File: src/rtl/ps2_pkg.sv
// Shared PS/2 definitions: host transmitter FSM states, command/response codes and default timing.
package ps2_pkg;

  typedef enum logic [2:0] {
    ST_IDLE,
    ST_INHIBIT,
    ST_SEND,
    ST_ACK,
    ST_WAIT_IDLE
  } ps2_tx_state_e;

  localparam logic [7:0] PS2_CMD_SET_LED = 8'hED;
  localparam logic [7:0] PS2_CMD_RESET   = 8'hFF;
  localparam logic [7:0] PS2_RSP_ACK     = 8'hFA;

  // 100 MHz system clock: 120 us inhibit, 20 ms inter-edge watchdog
  localparam int unsigned PS2_INHIBIT_CYCLES = 12000;
  localparam int unsigned PS2_TIMEOUT_CYCLES = 2000000;
  localparam int unsigned PS2_FILTER_LEN     = 8;

  function automatic logic odd_parity(input logic [7:0] d);
    return ~^d;
  endfunction

endpackage

File: src/rtl/ps2_line_filter.sv
// Synchronises the raw PS/2 lines and debounces the clock line; emits a one-cycle
// strobe on each accepted falling edge of the PS/2 clock.
module ps2_line_filter #(
  parameter int unsigned FILTER_LEN = 8
) (
  input  logic clk,
  input  logic rst,
  input  logic ps2_clk_i,
  input  logic ps2_data_i,
  output logic clk_filt_o,
  output logic data_sync_o,
  output logic fall_o
);

  localparam int unsigned FW = (FILTER_LEN > 1) ? $clog2(FILTER_LEN) : 1;

  logic [1:0]    clk_sync_q;
  logic [1:0]    data_sync_q;
  logic          clk_filt_q, clk_filt_d;
  logic [FW-1:0] flt_cnt_q, flt_cnt_d;
  logic          fall_q;

  // A new level is accepted only after FILTER_LEN consecutive differing samples
  always_comb begin
    clk_filt_d = clk_filt_q;
    flt_cnt_d  = '0;
    if (clk_sync_q[1] != clk_filt_q) begin
      if (flt_cnt_q == FW'(FILTER_LEN - 1)) begin
        clk_filt_d = clk_sync_q[1];
      end else begin
        flt_cnt_d = flt_cnt_q + FW'(1);
      end
    end
  end

  always_ff @(posedge clk or negedge rst) begin
    if (!rst) begin
      clk_sync_q  <= 2'b11;
      data_sync_q <= 2'b11;
      clk_filt_q  <= 1'b1;
      flt_cnt_q   <= '0;
      fall_q      <= 1'b0;
    end else begin
      clk_sync_q  <= {clk_sync_q[0], ps2_clk_i};
      data_sync_q <= {data_sync_q[0], ps2_data_i};
      clk_filt_q  <= clk_filt_d;
      flt_cnt_q   <= flt_cnt_d;
      fall_q      <= clk_filt_q & ~clk_filt_d;
    end
  end

  assign clk_filt_o  = clk_filt_q;
  assign data_sync_o = data_sync_q[1];
  assign fall_o      = fall_q;

endmodule

File: src/rtl/ps2_host_tx.sv
// Host-to-device PS/2 transmitter: inhibits the bus, shifts out one command byte
// with odd parity on device clock edges and checks the device ACK bit.
module ps2_host_tx
  import ps2_pkg::*;
#(
  parameter int unsigned INHIBIT_CYCLES = PS2_INHIBIT_CYCLES,
  parameter int unsigned TIMEOUT_CYCLES = PS2_TIMEOUT_CYCLES,
  parameter int unsigned FILTER_LEN     = PS2_FILTER_LEN
) (
  input  logic       clk,
  input  logic       rst,
  input  logic [7:0] tx_data,
  input  logic       tx_valid,
  output logic       tx_ready,
  output logic       tx_busy,
  output logic       tx_done,
  output logic       tx_err,
  input  logic       ps2_clk_i,
  input  logic       ps2_data_i,
  output logic       ps2_clk_oe,
  output logic       ps2_data_oe
);

  localparam int unsigned CNT_MAX = (INHIBIT_CYCLES > TIMEOUT_CYCLES) ? INHIBIT_CYCLES : TIMEOUT_CYCLES;
  localparam int unsigned CW      = (CNT_MAX > 1) ? $clog2(CNT_MAX) : 1;

  ps2_tx_state_e state_q, state_d;
  logic [CW-1:0] cnt_q, cnt_d;
  logic [3:0]    bit_idx_q, bit_idx_d;
  logic [7:0]    data_q, data_d;
  logic          par_q, par_d;
  logic          ack_ok_q, ack_ok_d;
  logic          clk_oe_q, clk_oe_d;
  logic          data_oe_q, data_oe_d;
  logic          ready_q, ready_d;
  logic          busy_q, busy_d;
  logic          done_q, done_d;
  logic          err_q, err_d;

  logic clk_filt, data_sync, fall, wd_expire;

  ps2_line_filter #(.FILTER_LEN(FILTER_LEN)) u_filter (
    .clk        (clk),
    .rst        (rst),
    .ps2_clk_i  (ps2_clk_i),
    .ps2_data_i (ps2_data_i),
    .clk_filt_o (clk_filt),
    .data_sync_o(data_sync),
    .fall_o     (fall)
  );

  assign wd_expire = (cnt_q == CW'(TIMEOUT_CYCLES - 1));

  // Next-state and registered-output logic
  always_comb begin
    state_d   = state_q;
    cnt_d     = cnt_q;
    bit_idx_d = bit_idx_q;
    data_d    = data_q;
    par_d     = par_q;
    ack_ok_d  = ack_ok_q;
    clk_oe_d  = clk_oe_q;
    data_oe_d = data_oe_q;
    done_d    = 1'b0;
    err_d     = 1'b0;

    case (state_q)
      ST_IDLE: begin
        clk_oe_d  = 1'b0;
        data_oe_d = 1'b0;
        if (tx_valid) begin
          data_d   = tx_data;
          par_d    = odd_parity(tx_data);
          cnt_d    = '0;
          clk_oe_d = 1'b1;
          state_d  = ST_INHIBIT;
        end
      end
      ST_INHIBIT: begin
        // Start bit goes out one cycle before the clock line is released
        if (data_oe_q) begin
          clk_oe_d  = 1'b0;
          cnt_d     = '0;
          bit_idx_d = 4'd0;
          state_d   = ST_SEND;
        end else if (cnt_q == CW'(INHIBIT_CYCLES - 1)) begin
          data_oe_d = 1'b1;
        end else begin
          cnt_d = cnt_q + CW'(1);
        end
      end
      ST_SEND: begin
        if (fall) begin
          cnt_d     = '0;
          bit_idx_d = bit_idx_q + 4'd1;
          if (bit_idx_q < 4'd8) begin
            data_oe_d = ~data_q[bit_idx_q[2:0]];
          end else if (bit_idx_q == 4'd8) begin
            data_oe_d = ~par_q;
          end else begin
            data_oe_d = 1'b0;
            state_d   = ST_ACK;
          end
        end else if (wd_expire) begin
          clk_oe_d  = 1'b0;
          data_oe_d = 1'b0;
          err_d     = 1'b1;
          state_d   = ST_IDLE;
        end else begin
          cnt_d = cnt_q + CW'(1);
        end
      end
      ST_ACK: begin
        if (fall) begin
          cnt_d    = '0;
          ack_ok_d = ~data_sync;
          state_d  = ST_WAIT_IDLE;
        end else if (wd_expire) begin
          clk_oe_d  = 1'b0;
          data_oe_d = 1'b0;
          err_d     = 1'b1;
          state_d   = ST_IDLE;
        end else begin
          cnt_d = cnt_q + CW'(1);
        end
      end
      ST_WAIT_IDLE: begin
        if (clk_filt && data_sync) begin
          done_d  = ack_ok_q;
          err_d   = ~ack_ok_q;
          state_d = ST_IDLE;
        end else if (wd_expire) begin
          clk_oe_d  = 1'b0;
          data_oe_d = 1'b0;
          err_d     = 1'b1;
          state_d   = ST_IDLE;
        end else begin
          cnt_d = cnt_q + CW'(1);
        end
      end
      default: begin
        clk_oe_d  = 1'b0;
        data_oe_d = 1'b0;
        state_d   = ST_IDLE;
      end
    endcase

    ready_d = (state_d == ST_IDLE);
    busy_d  = (state_d != ST_IDLE);
  end

  always_ff @(posedge clk or negedge rst) begin
    if (!rst) begin
      state_q   <= ST_IDLE;
      cnt_q     <= '0;
      bit_idx_q <= 4'd0;
      data_q    <= 8'd0;
      par_q     <= 1'b0;
      ack_ok_q  <= 1'b0;
      clk_oe_q  <= 1'b0;
      data_oe_q <= 1'b0;
      ready_q   <= 1'b1;
      busy_q    <= 1'b0;
      done_q    <= 1'b0;
      err_q     <= 1'b0;
    end else begin
      state_q   <= state_d;
      cnt_q     <= cnt_d;
      bit_idx_q <= bit_idx_d;
      data_q    <= data_d;
      par_q     <= par_d;
      ack_ok_q  <= ack_ok_d;
      clk_oe_q  <= clk_oe_d;
      data_oe_q <= data_oe_d;
      ready_q   <= ready_d;
      busy_q    <= busy_d;
      done_q    <= done_d;
      err_q     <= err_d;
    end
  end

  assign tx_ready    = ready_q;
  assign tx_busy     = busy_q;
  assign tx_done     = done_q;
  assign tx_err      = err_q;
  assign ps2_clk_oe  = clk_oe_q;
  assign ps2_data_oe = data_oe_q;

endmodule
File: config.mk
export PLATFORM = sky130hd
export DESIGN_NAME = ps2_host_tx
export DESIGN_NICKNAME = d
export VERILOG_FILES = /design/src/rtl/ps2_pkg.sv /design/src/rtl/ps2_line_filter.sv /design/src/rtl/ps2_host_tx.sv
export SDC_FILE = /design/constraint.sdc
export NUM_CORES = 1
export LEC_CHECK = 0
export CAP_MARGIN = 20
export CORE_ASPECT_RATIO = 1.75
export CORE_MARGIN = 5
export CORE_UTILIZATION = 59
export DETAILED_ROUTE_END_ITERATION = 10
export GPL_ROUTABILITY_DRIVEN = 0
export PLACE_DENSITY = 0.79
export SLEW_MARGIN = 20
export SYNTH_ARGS = -nofsm -noshare
export SYNTH_HDL_FRONTEND = slang
export SYNTH_HIERARCHICAL = 1
export SYNTH_SLANG_ARGS = --single-unit
File: constraint.sdc
create_clock -name clk -period 2 [get_ports clk]
set_input_delay 0.4 -clock clk [delete_from_list [all_inputs] [get_ports clk]]
set_output_delay 0.4 -clock clk [all_outputs]
set_load 0.05 [all_outputs]
* Word level (Yosys, flattened, before mapping)
Index checks and enable logic that the tools add are counted.
** Cells by class
- Bitwise gates (word level) :: 6
- Add/sub/neg operators :: 3
- $lt $le $gt $ge :: 2
- Multiplexer cells :: 46
- Equal/unequal tests :: 16
- Reductions and logical operators :: 14
** Operators with widths (count)
- 2-to-1 mux 21 bit :: 6
- case mux 21 bit (4 select lines) :: 1
- 2-to-1 mux 3 bit :: 10
- adder 21 x 1 -> 21 bit (second input constant) :: 1
- == test 21 x 14 -> 1 bit (second input constant) :: 1
- == test 21 bit (second input constant) :: 1
- 2-to-1 mux 1 bit :: 21
- case mux 3 bit (5 select lines) :: 1
- != test 2 bit (second input constant) :: 5
- 2-to-1 mux 4 bit :: 2
- case mux 1 bit (4 select lines) :: 2
- case mux 4 bit (2 select lines) :: 1
- XNOR reduction 8 bit :: 1
- == test 3 x 2 -> 1 bit (second input constant) :: 2
- == test 3 bit (second input constant) :: 2
- zero test 3 bit :: 2
- AND reduction 2 bit :: 3
- AND reduction 3 bit :: 2
- inverter 1 bit :: 5
- adder 4 x 1 -> 4 bit (second input constant) :: 1
- == test 4 bit (second input constant) :: 1
- < comparator 3 x 4 -> 1 bit (second input constant) :: 1
- < comparator 4 bit (second input constant) :: 1
- AND reduction 4 bit :: 1
- other kinds (13) :: 13
** Word-level totals
- Register bits after elaboration :: 53
- Input bits :: 13
- Word-level logic and storage cells :: 104

* Depth between registers and ports, before layout
- Word-level depth :: 6
- Depth in mapped cells :: 8
- Gate-level depth less buffers :: 7

* Cells and area by module
The synthesis kept the hierarchy.
** By module, submodules not included
- ps2_host_tx :: instances 1, area each 2732.6 sq um, sequential area each 1102.3 sq um, cells each 284
- ps2_line_filter :: instances 1, area each 311.5 sq um, sequential area each 231.5 sq um, cells each 17

* Worst setup path after synthesis
Ideal clock, no wire load.
- Kind :: register -> register
- Start :: reg data_oe_q (netlist: ps2_data_oe)
- End :: reg cnt_q[3]
- Data required time :: 1.866 ns
- Stages on the path, launching flop included :: 7
- Arrival :: 1.745 ns
- Path slack :: 0.121 ns
- Period minus slack after synthesis :: 1.879 ns
- Setup time :: 0.134 ns
- Cell sequence :: dfrtp_1 > nor4b_2 > nor3_2 > clkbuf_1 > nor2b_1 > o31ai_1 > o31ai_2
** On the way
- Cells in the longest elaborated chain, start to end :: 2
** Ends and longest elaborated chain
- start, declared :: RTL line ps2_host_tx.sv:34 : logic data_oe_q, data_oe_d;
- start signal, assigned :: RTL line ps2_host_tx.sv:174 : data_oe_q <= data_oe_d;
- != test 3 bit (no line) / 2-to-1 mux 21 bit (equally long branches)
- AND reduction 4 bit (no line) / case mux 21 bit (4 select lines) (equally long branches)
- end signal, assigned :: RTL line ps2_host_tx.sv:168 : cnt_q <= cnt_d;
- end, declared :: RTL line ps2_host_tx.sv:28 : logic [CW-1:0] cnt_q, cnt_d;
Parallel ways exist; a longest one is shown, timed or not.
A chain may end at the register's enable or synchronous reset.

* Final worst setup path
- Start :: reg state_q[0]
- End :: reg cnt_q[18]
** On the way
- Cells in the longest elaborated chain, start to end :: 4
** Ends and longest elaborated chain
- start, declared :: RTL line ps2_host_tx.sv:27 : ps2_tx_state_e state_q, state_d;
- start signal, assigned :: RTL line ps2_host_tx.sv:167 : state_q <= state_d;
- == test 3 x 2 -> 1 bit :: RTL line ps2_host_tx.sv:67 : case (state_q)
- OR reduction 2 bit (no line)
- nonzero test 4 bit (no line)
- AND reduction 4 bit (no line)
Parallel ways exist; a longest one is shown, timed or not.

==> impl_metrics.ini <==
[critical_path]
r2r_end = cnt_q[18]
cp-end-kind = register
regToRegSetupSlack_ns = -0.07
crit_type = reg -> reg
r2r-start = state_q[0]
path_common_cell = buf_4
slowest_delay_ns = 0.48
arrival_ns = 2.30
slowest_stage = dfrtp_1
path_cells = buf_4, nor4b_2, nor3_2, a31oi_4, nand2_4, buf_4, o31ai_2
required_ns = 2.23
startpoint_type = register
r2r_cells = 7
worstPathMaxFanout = 6

[cts]
cts_hold_buf = 0
cts-buffers-inserted = 5
insertion_delay_ns = 0.33
root_buffer = clkbuf_8
cts_tree = done
h-tree-depth = 2
cts_buffer_depth = 2
cts.sinks = 53
path_clk_slew_ns = 0.11

[synth]
synth_top_family_by_area = simple AND/OR/NAND/NOR gates
synth-compound-area-share = 0.186
synthMuxAreaShare = 0.0518
ys_ff_latch = 53
syn_area_per_cell_sq_um = 10.1
synth_cells = 301
synth_edf_count = 0
yosysUniqueCellTypes = 60
yosys.area.top_type = dfrtp_1
synth_top_area_frac = 0.386
synth_area_leaders = dfrtp_1 39%, dfstp_2 5.2%, o31ai_2 3.7%
synth_area_sq_um = 3040
ys_warn_count = 6
synth_xor_area_frac = 0.0316
yosysSeqAreaShare = 0.438
yosys.area_share.simple = 0.226
synth_fa_ha_area_frac = 0.0206
async_flop_share = 1.00
synth_ff_type = dfrtp_1
synthesis.nets = 319

[drt]
drc = 0
wl_mm = 8.42
drt_iter0_drc = 163
vias = 2807
dr.pass1.iters = 5
wl_per_cell_um = 19.7
via_per_inst = 6.56
ant_nets = 0

[hold_path]
min_path_type = in -> async

[layout]
layout_common_cells = 57 x buf_4, 45 x dfrtp_1, 20 x nand2_1
synthToLayoutAreaGrowth_pct = 29.6
final_common_cell = buf_4
fin_util = 0.793
nets = 391
fin_cells = 428
diodes = 0
num-fill-cells = 323
register_area_sq_um = 1340
drive_gt1_frac = 0.353
multi_input_area_sq_um = 1710

[floorplanning]
chipWidth_um = 64.3
start_util = 0.612
die_h_um = 105
dieArea_sq_um = 6750
core_sq_um = 4980
core.rowCount = 34
io-pin-count = 19

[grt]
grt_max_degree = 54
antenna_found_initial = 0
grt_pass1_wl_mm = 12.9
grt_pass1_vias = 2799
grt_overflow = 0
grt_usage = 0.239

[sta]
final-setup-viol-count = 8
min_period_ns = 2.07
slew_violations = 0
timing.fmax_ghz = 0.484
fin_ws_ns = -0.0662
rsz0062_at_grt = yes
worst_pin_slew_ns = 0.498
skew_ns = 0.0146
hold_viol_final = 0
maxSlewHeadroom = 0.667
min_period_over_period = 1.03

[flow_run]
cap_violations = 0

[placement]
port_buffers = 18
place_inst = 410
post-dp-hpwl_mm = 5.66

[pwr]
p_leak_uw = 0.00170
powerDensity_nw_per_um2 = 695
ir_worst_vdd_v = 0.000721
p_total_uw = 2740

[run_status]
outcome = finished, violations left
violations = negative setup slack
-- state kept, by name, summed over array words and instances (netlist names), 2 cells and up --
| signal | cells |
|---|---|
| cnt_q | 21 |
| data_q | 8 |
| bit_idx_q | 4 |
| state_q | 3 |
| u_filter/flt_cnt_q | 3 |
| u_filter/clk_sync_q | 2 |
| u_filter/data_sync_q | 2 |
-- cell usage after synthesis (6+ instances only) --
| library cell | count |
|---|---|
| dfrtp_1 | 47 |
| nand2_1 | 20 |
| nor2_1 | 17 |
| nand3_1 | 15 |
| o21ai_0 | 15 |
| buf_2 | 13 |
| inv_1 | 12 |
| a21oi_1 | 11 |
| a31oi_1 | 11 |
| o21ai_1 | 10 |
| mux2_2 | 9 |
| o31ai_2 | 9 |
| nor3_1 | 8 |
| xnor2_1 | 7 |
| and2_1 | 6 |
| dfstp_2 | 6 |
-- power breakdown --
group	internal, uW	switching [uW]	leakage (uW)	total (uW)
Combinational	367	359	0.000982	726
Sequential	1250	124	0.000675	1380
Clock	253	383	0.0000447	636
-- routing by layer --
layer / up-vias / GRT usage / wire length (um)
met5: - / 0 / 0
met4: 0 / 0.156 / 453
met3: 43 / 0.0397 / 350
met2: 117 / 0.425 / 4660
met1: 1383 / 0.249 / 2960
li1: 1264 / - / -
-- worst max path at each step --
stage                 from   endpoint  slack [ns]  cells after the start
5_1_grt          cnt_q[16]   tx_ready       -0.10                      7
2_1_floorplan  ps2_data_oe   cnt_q[3]        0.12                      6
3_5_place_dp     cnt_q[17]   cnt_q[6]       -0.11                      6
3_3_place_gp      cnt_q[9]    tx_busy       -0.01                      7
6_report        state_q[0]  cnt_q[18]       -0.07                      7
4_1_cts           cnt_q[0]  cnt_q[12]       -0.01                      8
-- per-stage QoR --
stage,instance area [sq um],hold slack [ns],TNS [ns],worst slack [ns]
global placement,3620,0.346,-0.0224,-0.0121
detailed placement,3620,0.349,-0.744,-0.105
CTS,3750,0.0680,-0.0108,-0.0108
finish,3950,0.0613,-0.218,-0.0662
global route,3950,0.0906,-1.20,-0.105
floorplan,3040,0.104,0,0.121
-- what timing repair did --
item                       4_1_cts  5_1_grt
pin swaps                        0       12
resized for setup                7       27
gates cloned                     0        2
setup endpoints to repair       20       22
buffers inserted                 0        8
-- area by class of cell --
cell class | count | share of cell area
clock buffers | 5 | 0.0174
clock inverters | 3 | 0.00634
inverters | 12 | 0.0114
multi-input cells | 220 | 0.434
flip-flops and latches | 53 | 0.339
well taps | 54 | 0.0171
repair buffers | 81 | 0.175
-- critical path: cells and delay by family (launching register included) --
family,cells,cell delay (ns)
buffers and inverters,2,0.34
and+or+nand+nor,3,0.67
DFF,1,0.48
AOI/OAI and AO/OA,2,0.47
-- cell families after synthesis --
| family | Yosys count |
|---|---|
| AND/OR/NAND/NOR | 113 |
| multiplexers | 12 |
| buffers and inverters | 29 |
| adder cells (fa/ha/maj) | 5 |
| flip-flops | 53 |
| AO/OA/AOI/OAI | 78 |
| XOR/XNOR | 11 |
(Power assumes the default switching activity.)
